### src/rtl/timer_irq_ctrl_if.sv
// Register-port bundle for timer_irq_ctrl: strobes, address, write data and registered read data.
// The master drives the bus; the slave (the timer) returns read data.
interface timer_irq_ctrl_if;
    logic        reg_wr_en;
    logic        reg_rd_en;
    logic [1:0]  reg_addr;
    logic [31:0] reg_wdata;
    logic [31:0] reg_rdata;

    modport master (
        output reg_wr_en, reg_rd_en, reg_addr, reg_wdata,
        input  reg_rdata
    );

    modport slave (
        input  reg_wr_en, reg_rd_en, reg_addr, reg_wdata,
        output reg_rdata
    );
endinterface

### src/rtl/timer_irq_ctrl.sv
// Machine timer with prescaler/compare and a confirm-pulse handshake into the fetch-stage PC register.
// Build option: define TIMER_AUTORELOAD_EN to make CTRL[2] (ARL) reset the count to 0 on a match.
module timer_irq_ctrl #(
    parameter int CNT_W = 32,
    parameter int PRE_W = 8
) (
    input  logic                   clk,
    input  logic                   rst,
    timer_irq_ctrl_if.slave        bus,
    input  logic                   global_ie,
    input  logic                   stall,
    input  logic [31:0]            resume_pc,
    input  logic                   mret,
    output logic                   Interrupt_Confirm_Timer,
    output logic [31:0]            mepc_out,
    output logic                   irq_pending
);
    // state        | meaning
    // S_IDLE       | no serviceable request (PEND clear or IEN off)
    // S_PENDING    | request waiting for global_ie and an unstalled cycle
    // S_IN_HANDLER | confirm delivered, re-entry blocked until mret
    typedef enum logic [1:0] {
        S_IDLE       = 2'd0,
        S_PENDING    = 2'd1,
        S_IN_HANDLER = 2'd2
    } state_t;

    localparam logic [1:0] ADDR_CTRL     = 2'd0;
    localparam logic [1:0] ADDR_PRESCALE = 2'd1;
    localparam logic [1:0] ADDR_COMPARE  = 2'd2;
    localparam logic [1:0] ADDR_COUNT    = 2'd3;

    state_t             state_q, state_d;
    logic               ten_q, ten_d;
    logic               ien_q, ien_d;
    logic               pend_q, pend_d;
    logic               arl;
    logic [PRE_W-1:0]   prescale_q, prescale_d;
    logic [PRE_W-1:0]   pre_cnt_q, pre_cnt_d;
    logic [CNT_W-1:0]   compare_q, compare_d;
    logic [CNT_W-1:0]   count_q, count_d;
    logic [31:0]        rdata_q, rdata_d;
    logic [31:0]        mepc_q, mepc_d;
    logic [31:0]        rd_val;
    logic               tick, match, confirm;
    logic               wr_ctrl, wr_pre, wr_cmp, wr_cnt;

    assign wr_ctrl = bus.reg_wr_en && (bus.reg_addr == ADDR_CTRL);
    assign wr_pre  = bus.reg_wr_en && (bus.reg_addr == ADDR_PRESCALE);
    assign wr_cmp  = bus.reg_wr_en && (bus.reg_addr == ADDR_COMPARE);
    assign wr_cnt  = bus.reg_wr_en && (bus.reg_addr == ADDR_COUNT);

`ifdef TIMER_AUTORELOAD_EN
    logic arl_q, arl_d;

    always_comb begin
        arl_d = arl_q;
        if (wr_ctrl) arl_d = bus.reg_wdata[2];
    end

    always_ff @(posedge clk) begin
        if (rst) arl_q <= 1'b0;
        else     arl_q <= arl_d;
    end

    assign arl = arl_q;
`else
    assign arl = 1'b0;
`endif

    assign tick  = ten_q && (pre_cnt_q == prescale_q);
    assign match = tick && (count_q == compare_q);

    // A COUNT write overrides the tick update, but the match above still sees the old count.
    always_comb begin
        pre_cnt_d = pre_cnt_q;
        count_d   = count_q;
        if (ten_q) pre_cnt_d = tick ? '0 : pre_cnt_q + PRE_W'(1);
        if (tick) begin
            if (match && arl) count_d = '0;
            else              count_d = count_q + CNT_W'(1);
        end
        if (wr_cnt) begin
            count_d   = bus.reg_wdata[CNT_W-1:0];
            pre_cnt_d = '0;
        end
    end

    always_comb begin
        ten_d      = ten_q;
        ien_d      = ien_q;
        pend_d     = pend_q;
        prescale_d = prescale_q;
        compare_d  = compare_q;
        if (wr_ctrl) begin
            ten_d = bus.reg_wdata[0];
            ien_d = bus.reg_wdata[1];
            if (bus.reg_wdata[8]) pend_d = 1'b0;
        end
        if (wr_pre) prescale_d = bus.reg_wdata[PRE_W-1:0];
        if (wr_cmp) compare_d  = bus.reg_wdata[CNT_W-1:0];
        if (match)  pend_d     = 1'b1;
    end

    always_comb begin
        rd_val = '0;
        case (bus.reg_addr)
            ADDR_CTRL:     rd_val = {23'd0, pend_q, 5'd0, arl, ien_q, ten_q};
            ADDR_PRESCALE: rd_val = 32'(prescale_q);
            ADDR_COMPARE:  rd_val = 32'(compare_q);
            default:       rd_val = 32'(count_q);
        endcase
        rdata_d = bus.reg_rd_en ? rd_val : rdata_q;
    end

    always_comb begin
        state_d = state_q;
        mepc_d  = mepc_q;
        confirm = 1'b0;
        case (state_q)
            S_IDLE: begin
                if (pend_q && ien_q) state_d = S_PENDING;
            end
            S_PENDING: begin
                confirm = global_ie && ien_q && !stall && !rst;
                if (confirm) begin
                    mepc_d  = resume_pc;
                    state_d = S_IN_HANDLER;
                end else if (!pend_q || !ien_q) begin
                    state_d = S_IDLE;
                end
            end
            S_IN_HANDLER: begin
                if (mret) state_d = S_IDLE;
            end
            default: state_d = S_IDLE;
        endcase
    end

    always_ff @(posedge clk) begin
        if (rst) begin
            state_q    <= S_IDLE;
            ten_q      <= 1'b0;
            ien_q      <= 1'b0;
            pend_q     <= 1'b0;
            prescale_q <= '0;
            pre_cnt_q  <= '0;
            compare_q  <= '0;
            count_q    <= '0;
            rdata_q    <= '0;
            mepc_q     <= '0;
        end else begin
            state_q    <= state_d;
            ten_q      <= ten_d;
            ien_q      <= ien_d;
            pend_q     <= pend_d;
            prescale_q <= prescale_d;
            pre_cnt_q  <= pre_cnt_d;
            compare_q  <= compare_d;
            count_q    <= count_d;
            rdata_q    <= rdata_d;
            mepc_q     <= mepc_d;
        end
    end

    assign Interrupt_Confirm_Timer = confirm;
    assign mepc_out                = mepc_q;
    assign irq_pending             = pend_q;
    assign bus.reg_rdata           = rdata_q;
endmodule

### src/flat_wrapper.sv
// flat-port wrapper written by rule: the top's interface ports become plain ports
module timer_irq_ctrl_flat 
#(
    parameter int CNT_W = 32,
    parameter int PRE_W = 8
)
  (clk, rst, global_ie, stall, resume_pc, mret, Interrupt_Confirm_Timer, mepc_out, irq_pending, bus_reg_wr_en, bus_reg_rd_en, bus_reg_addr, bus_reg_wdata, bus_reg_rdata);
  timer_irq_ctrl_if bus_i ();
  input  logic clk;
  input  logic rst;
  input  logic global_ie;
  input  logic stall;
  input  logic [31:0] resume_pc;
  input  logic mret;
  output logic Interrupt_Confirm_Timer;
  output logic [31:0] mepc_out;
  output logic irq_pending;
  input wire logic [$bits(bus_i.reg_wr_en)-1:0] bus_reg_wr_en;
  input wire logic [$bits(bus_i.reg_rd_en)-1:0] bus_reg_rd_en;
  input wire logic [$bits(bus_i.reg_addr)-1:0] bus_reg_addr;
  input wire logic [$bits(bus_i.reg_wdata)-1:0] bus_reg_wdata;
  output wire logic [$bits(bus_i.reg_rdata)-1:0] bus_reg_rdata;
  assign bus_i.reg_wr_en = bus_reg_wr_en;
  assign bus_i.reg_rd_en = bus_reg_rd_en;
  assign bus_i.reg_addr = bus_reg_addr;
  assign bus_i.reg_wdata = bus_reg_wdata;
  assign bus_reg_rdata = bus_i.reg_rdata;
  timer_irq_ctrl #(.CNT_W(CNT_W), .PRE_W(PRE_W)) u_core (.clk(clk), .rst(rst), .bus(bus_i), .global_ie(global_ie), .stall(stall), .resume_pc(resume_pc), .mret(mret), .Interrupt_Confirm_Timer(Interrupt_Confirm_Timer), .mepc_out(mepc_out), .irq_pending(irq_pending));
endmodule
### config.mk
export PLATFORM = sky130hd
export DESIGN_NAME = timer_irq_ctrl_flat
export DESIGN_NICKNAME = d
export VERILOG_FILES = /design/src/rtl/timer_irq_ctrl_if.sv /design/src/rtl/timer_irq_ctrl.sv /design/src/flat_wrapper.sv
export SDC_FILE = /design/constraint.sdc
export NUM_CORES = 1
export LEC_CHECK = 0
export CAP_MARGIN = 20
export CORE_MARGIN = 3
export CORE_UTILIZATION = 56
export DETAILED_ROUTE_END_ITERATION = 6
export GPL_TIMING_DRIVEN = 0
export PLACE_DENSITY = 0.88
export SYNTH_ARGS = -nofsm -noshare
export SYNTH_HDL_FRONTEND = slang
export SYNTH_SLANG_ARGS = --single-unit
### constraint.sdc
create_clock -name clk -period 5.16 [get_ports clk]
set_clock_uncertainty 0.2 [all_clocks]
set_input_delay 0.516 -clock clk [delete_from_list [all_inputs] [get_ports clk]]
set_output_delay 0.516 -clock clk [all_outputs]
set_load 0.05 [all_outputs]
**Word level (Yosys, flattened, before mapping)**

Cells that the tools add are included.

- Input bits: 73
- Bits in registers: 149
- Output and inout bits: 66
- Word-level logic and storage cells: 59

- Multiplexer cells: 13
- Add/subtract/negate cells: 2
- Reduce and logical (&&, ||, !) cells: 24
- Eq/ne operators: 10

Operators with widths:

| cell | count |
|---|---|
| $pmux W32 S3 | 1 |
| $mux W32 | 2 |
| $add A32 B1 Y32 const B | 1 |
| $eq A32 B32 Y1 | 1 |
| $logic_and A1 B1 Y1 | 10 |
| $add A8 B1 Y8 const B | 1 |
| $eq A8 B8 Y1 | 1 |
| $mux W2 | 4 |
| $mux W8 | 1 |
| $eq A2 B2 Y1 const B | 3 |
| $pmux W2 S3 | 1 |
| $reduce_bool A2 Y1 | 3 |
| $eq A2 B1 Y1 const B | 2 |
| $logic_not A1 Y1 | 4 |
| $logic_not A2 Y1 | 2 |
| $mux W1 | 4 |
| $reduce_and A2 Y1 | 2 |
| $ne A3 B1 Y1 const B | 1 |
| $reduce_and A3 Y1 | 1 |
| $ne A2 B1 Y1 const B | 1 |
| $ne A2 B2 Y1 const B | 1 |
| $reduce_or A2 Y1 | 1 |
| $logic_or A1 B1 Y1 | 1 |

**Logic depth before layout (Yosys ltp)**

Gate-level depths: netlist of run 1.

- Depth in word-level cells: 5
- Depth in mapped cells: 9
- Depth with buffers taken out: 6

**Worst setup path after synthesis of run 1**

OpenSTA, ideal clock, no wires.

- Kind: register to register
- Start: reg u_core.pre_cnt_q[4]
- End: reg u_core.count_q[14]
- Path slack: 2671 ps
- Data arrival time: 2198 ps
- Path buffers: 2
- Clock period less this slack: 2489 ps
- Cell stages (with the launch flop): 8
- Required time: 4869 ps
- Library setup time: 91 ps
- Cells stage by stage: dfxtp_1 > xor2_1 > or2_1 > buf_6 > or4_4 > buf_6 > or4_1 > a311oi_1

- Cells in the longest elaborated chain, start to end: 3

RTL lines:

| item | RTL line | RTL |
|---|---|---|
| start, declared | timer_irq_ctrl.sv:39 | `logic [PRE_W-1:0] pre_cnt_q, pre_cnt_d;` |
| start signal, assigned | timer_irq_ctrl.sv:158 | `pre_cnt_q <= pre_cnt_d;` |
| $eq A8 B8 Y1 | timer_irq_ctrl.sv:71 | `assign tick = ten_q && (pre_cnt_q == prescale_q);` |
| $logic_and A1 B1 Y1 | timer_irq_ctrl.sv:71 |  |
| $reduce_bool A2 Y1 (no source line) | -- |  |
| end signal, assigned | timer_irq_ctrl.sv:160 | `count_q <= count_d;` |
| end, declared | timer_irq_ctrl.sv:41 | `logic [CNT_W-1:0] count_q, count_d;` |

No other way between the ends.
A chain may end at the register's enable or synchronous reset.

**Worst setup path after layout of run 1**

- Start: in rst
- End: out Interrupt_Confirm_Timer

- Cells in the longest elaborated chain, start to end: 3

RTL lines:

| item | RTL line | RTL |
|---|---|---|
| start, declared | flat_wrapper.sv:10 | `input logic rst;` |
| $logic_not A1 Y1 | timer_irq_ctrl.sv:125 | `confirm = global_ie && ien_q && !stall && !rst;` |
| $logic_and A1 B1 Y1 | timer_irq_ctrl.sv:125 |  |
| $mux W1 | timer_irq_ctrl.sv:120 | `case (state_q)` |
| end, declared | flat_wrapper.sv:15 | `output logic Interrupt_Confirm_Timer;` |

No other way between the ends.

==> results.yml, run 1 <==
yosys:
  syn-num-nets: 957
  yosys-top-cells-area: "dfxtp_1 42%, nand2_1 8.8%, a21oi_1 7.3%, mux2_2 4.9%, xor2_1 4.0%"
  synth-seq-cells: 149
  synth_edf_count: 0
  synth_cells: 882
  syn_area_sq_um: 7140
  seq_area_frac_synth_pct: 41.8
  synthFlopType: "dfxtp_1"
  synth_area_leader_cell: "dfxtp_1"
  yosysWarningCount: 0
  ys_types: 54
  synth.avg_cell_area_sq_um: 8.10
  yosys.area.top_type_share_pct: 41.8
  ys_async_sr_fraction_pct: 0
  synthTopCellsByCount: "167 x nand2_1, 149 x dfxtp_1, 104 x a21oi_1"
  post-synth-top-count-cell: "nand2_1"
grt:
  grt_pass1_wl_um: 35400
  grt_overflow: 0
  grtUsageTotal_pct: 31.4
  grt_pass1_vias: 6963
  grt_max_degree: 17
  antenna_found_initial: 0
routing:
  drc: 0
  drtIter0Drc: 652
  wl_met2_um: 10600
  wl_met3_um: 2120
  vias: 7296
  antenna_left: 0
  finalWirelength_um: 22400
  m1WireLength_um: 8830
  firstDrtPassIters: 6
  avgViaCountPerCell: 5.98
  top_layer: "met4"
  routedWlPerCell_um: 18.4
pwr:
  peakVddDrop_mv: 0.222
  cellLeakagePower_nw: 3.31
  p_per_area_nw_per_um2: 320
setup_path:
  worstRegToRegCells: 7
  endpoint_kind: "primary output"
  cp_max_fo: 10
  cp.required_ns: 4.44
  r2r_slack_ns: 2.29
  rr_startpoint: "u_core.count_q[7]"
  startpoint_type: "input port"
  arrival_ns: 2.96
  criticalPathCategory: "in2out"
  r2r_end: "u_core.count_q[21]"
worst_hold_path:
  worst_hold_path.endpoint: "u_core.mepc_out[10]"
  hold_start: "u_core.mepc_out[10]"
  hold_path_depth: 2
  min_path_type: "reg2reg"
cells_and_area:
  fin_area_sq_um: 9350
  layout.nets: 1115
  antennaDiodeCount: 0
  area_delta_synth_final_pct: 31.0
  layout-drive-gt1-share_pct: 7.41
  post-route-util_pct: 76.3
  instances_no_fill: 1220
clocking:
  clock_latency_ns: 0.45
  cts.sinks: 149
  cts.path.max_buffers: 2
  htreeDepth: 4
  path_clk_slew_ns: 0.06
  cts_tree: "yes"
  cts_resized: 0
  cts-root-buf: "clkbuf_16"
  numCtsBuffers: 17
  hold_buffers: 0
  postCtsSetupBuffers: 0
die:
  die-area_sq_um: 14100
  fp-row-count: 40
  initial_utilization_pct: 58.2
  fp.dieH_um: 119
  ioPinCount: 139
  fp.coreArea_sq_um: 12300
  die_w_um: 119
placed_design:
  dpl_worst_slack_ns: 1.50
  gp_congestion: 0.948
  numPlacedInstances: 1188
  portBuffers: 138
  hpwl_um: 15700
  dpl_cell_area_sq_um: 8730
timing:
  fin_ws_ns: 1.48
  tns_ns: 0
  setup_viol: 0
  period_share_pct: 71.3
  fmax_ghz: 0.272
  slew_headroom_pct: 25.0
  rsz0062_at_grt: "false"
  max_slew.worst_pin.slew_ns: 1.12
  final-hold-violation-count: 0
  fin_crit_ns: 3.68
  report.final.slew_viol_count: 0
status:
  status: "completed"
flow_run:
  maxCapViolCount: 0
[worst max path at each step]
stage / start / endpoint / slack, ns / cells past startpoint
3_3_place_gp: rst / Interrupt_Confirm_Timer / 1.53 / 7
2_1_floorplan: u_core.pre_cnt_q[4] / u_core.count_q[14] / 2.67 / 7
6_report: rst / Interrupt_Confirm_Timer / 1.48 / 7
5_1_grt: rst / Interrupt_Confirm_Timer / 1.27 / 7
3_5_place_dp: rst / Interrupt_Confirm_Timer / 1.50 / 7
4_1_cts: rst / Interrupt_Confirm_Timer / 1.48 / 7
[sequential cells by signal (all words and copies together) (netlist names)]
register              flops
u_core.bus.reg_rdata     32
u_core.compare_q         32
u_core.count_q           32
u_core.ien_q              1
u_core.irq_pending        1
u_core.mepc_out          32
u_core.pre_cnt_q          8
u_core.prescale_q         8
u_core.state_q            2
u_core.ten_q              1
[per-stage QoR]
step	total power, mW	hold slack, ns
detailed placement	1.68	0.239
finish	3.00	0.252
global route	3.07	0.271
floorplan	1.51	0.219
global placement	1.67	0.241
CTS	2.98	0.253
[cell usage in the layout, fill, tap and decap left out, types with 13 or more instances in the layout]
cell	instances
nand2_1	167
dfxtp_1	149
clkdlybuf4s50_1	138
a21oi_1	104
nor2_1	66
clkbuf_1	64
xor2_1	33
nand3_1	33
mux2_2	31
nor2b_1	25
clkbuf_16	17
xnor2_1	16
nand4_1	14
nor4_1	13
a211oi_1	13
[worst max-delay path, cell delays in order]
cell,delay [ns]
clkdlybuf4s50_1,0.47
nor3b_1,0.25
nand2b_1,0.08
clkbuf_1,0.17
inv_1,0.20
buf_1,0.37
clkdlybuf4s50_1,0.91
[area by class of cell]
cell class	count	area (sq um)
Multi-Input combinational cell	651	3830
Sequential cell	149	2980
Fill cell	854	2910
Timing Repair Buffer	139	1390
Clock buffer	22	464
Buffer	75	302
Tap cell	168	210
Clock inverter	9	151
Inverter	7	26.3
[logic make-up after synthesis]
logic type / after synthesis / share of synthesized area, %
muxes: 39 / 6.36
xor gates and xnor gates: 49 / 6.01
and+or+nand+nor: 386 / 25.8
AOI/OAI and AO/OA: 175 / 15.1
DFF: 149 / 41.8
buffers and inverters: 82 / 4.59
adders and majority gates: 2 / 0.350
[layer usage]
layer / vias to the layer above / track usage, %
met5: - / 0
met4: 0 / 15.4
met3: 80 / 7.69
met2: 412 / 51.2
met1: 3411 / 39.0
li1: 3393 / -
[power breakdown]
part	switching (mW)	leakage (nW)	internal [mW]	total [mW]
registers	0.0448	1.21	1.20	1.25
clock network	0.494	0.300	0.829	1.32
logic	0.250	1.80	0.178	0.427
total	0.788	3.31	2.21	3.00
(Power assumes the default switching activity.)
==> run 2, diff against run 1 <==
- CORE_UTILIZATION: 56 -> 47
- PLACE_DENSITY: 0.88 -> 0.79
- clock period: 5.16 -> 3.29 ns (I/O delays scaled with it)
==> run 2 against run 1 <==
Effect of this change: utilization is 13 points lower; register-to-register slack worse by 1.8 ns; die area is 18% higher; final cell count is 1.2% higher; final area is 0.12% lower; combinational power is 57% higher; routed wire length is 2.5% lower; clock-buffer cell count is 1 lower; setup slack worse by 1.1 ns; global-route usage is 5.3 points lower; power is 53% higher; largest cell class unchanged; largest power group unchanged.
==> results.yml, run 2 (same netlist as run 1, synthesis figures left out) <==
status:
  status: "completed"
routing:
  drc: 0
  drtIter0Drc: 827
  firstDrtPassIters: 6
  routedWlPerCell_um: 17.7
  avgViaCountPerCell: 5.77
  finalWirelength_um: 21900
  antenna_left: 0
  vias: 7128
setup_path:
  arrival_ns: 2.40
  endpoint_kind: "primary output"
  criticalPathCategory: "in2out"
  cp.required_ns: 2.76
  startpoint_type: "input port"
  cp_max_fo: 10
pwr:
  p_per_area_nw_per_um2: 491
  cellLeakagePower_nw: 3.29
  peakVddDrop_mv: 0.334
  power_mw: 4.59
cells_and_area:
  fillerInstances: 1247
  instances_no_fill: 1235
  final_common_cell: "nand2_1"
  layout.nets: 1115
  antennaDiodeCount: 0
  layout_common_cells: "167 x nand2_1, 149 x dfxtp_1, 137 x clkdlybuf4s50_1, 104 x a21oi_1, 66 x nor2_1"
  area_delta_synth_final_pct: 30.8
  layout-drive-gt1-share_pct: 7.52
clocking:
  postCtsSetupBuffers: 0
  cts.sinks: 149
  cts_resized: 1
  cts_tree: "yes"
  htreeDepth: 4
  clock_latency_ns: 0.43
  cts-root-buf: "clkbuf_16"
  hold_buffers: 0
  cts.path.max_buffers: 2
  numCtsBuffers: 17
  path_clk_slew_ns: 0.06
grt:
  grt_pass1_vias: 6470
  antenna_found_initial: 0
  grt_max_degree: 17
  grtUsageTotal_pct: 26.1
  grt_overflow: 0
  grt_pass1_wl_um: 34000
timing:
  period_share_pct: 89.1
  fmax_ghz: 0.341
  slew_headroom_pct: 36.7
  report.final.slew_viol_count: 0
  fin_crit_ns: 2.93
  final-hold-violation-count: 0
  setup_viol: 0
  max_slew.worst_pin.slew_ns: 0.943
  rsz0062_at_grt: "false"
die:
  fp-row-count: 44
  fp.dieH_um: 129
  die_w_um: 129
  ioPinCount: 139
  fp.coreArea_sq_um: 14700
  initial_utilization_pct: 48.6
  die-area_sq_um: 16700
flow_run:
  maxCapViolCount: 0
placed_design:
  hpwl_um: 15700
  gp_congestion: 0.910
  numPlacedInstances: 1204
  portBuffers: 138
worst_hold_path:
  min_path_type: "in2reg"
run 2: area by class of cell:
cell class | instances | area [sq um] | area share, %
Clock buffer | 21 | 460 | 4.93
Inverter | 7 | 26.3 | 0.281
Timing Repair Buffer | 139 | 1380 | 14.8
Multi-Input combinational cell | 651 | 3830 | 41.0
Sequential cell | 149 | 2980 | 31.9
Tap cell | 184 | 230 | 2.46
Buffer | 75 | 302 | 3.23
Clock inverter | 9 | 129 | 1.38
run 2: worst max-delay path, stage by stage:
cell and delay [ns]:
clkdlybuf4s50_1 0.55, nor3b_1 0.33, nand2b_1 0.09, clkbuf_1 0.19
inv_1 0.18, buf_1 0.37, clkbuf_2 0.36
run 2: final timing paths:
kind | from | endpoint | depth (start not counted) | slack, ns
setup / recovery | rst | Interrupt_Confirm_Timer | 7 | 0.36
hold / removal | resume_pc[23] | u_core.mepc_out[23] | 3 | 0.24
setup reg to reg | u_core.count_q[7] | u_core.count_q[21] | 7 | 0.45
hold reg to reg | u_core.mepc_out[1] | u_core.mepc_out[1] | 2 | 0.25
run 2: where the power goes:
part / switching, mW / leakage (nW) / internal [mW]
clock: 0.751 / 0.285 / 1.22
sequential: 0.0660 / 1.21 / 1.88
combinational: 0.391 / 1.80 / 0.279
run 2: stage by stage:
stage / area, sq um / hold WS [ns] / worst slack, ns / util [%] / TNS, ns
2_1_floorplan: 7140 / 0.218 / 0.801 / - / 0
3_3_place_gp: 8750 / 0.241 / -0.124 / 59.5 / -0.124
3_5_place_dp: 8750 / 0.237 / -0.183 / 59.5 / -0.183
4_1_cts: 9340 / 0.237 / 0.133 / 63.5 / 0
5_1_grt: 9340 / 0.243 / 0.204 / 63.6 / 0
6_report: 9340 / 0.242 / 0.359 / 63.6 / 0
run 2: layer usage:
layer | wire length [um] | GRT usage, % | vias up
met3 | 2030 | 7.46 | 56
met4 | 601 | 9.88 | 0
met5 | 0 | 0 | -
met1 | 9250 | 34.8 | 3297
met2 | 10000 | 40.2 | 380
li1 | - | - | 3395
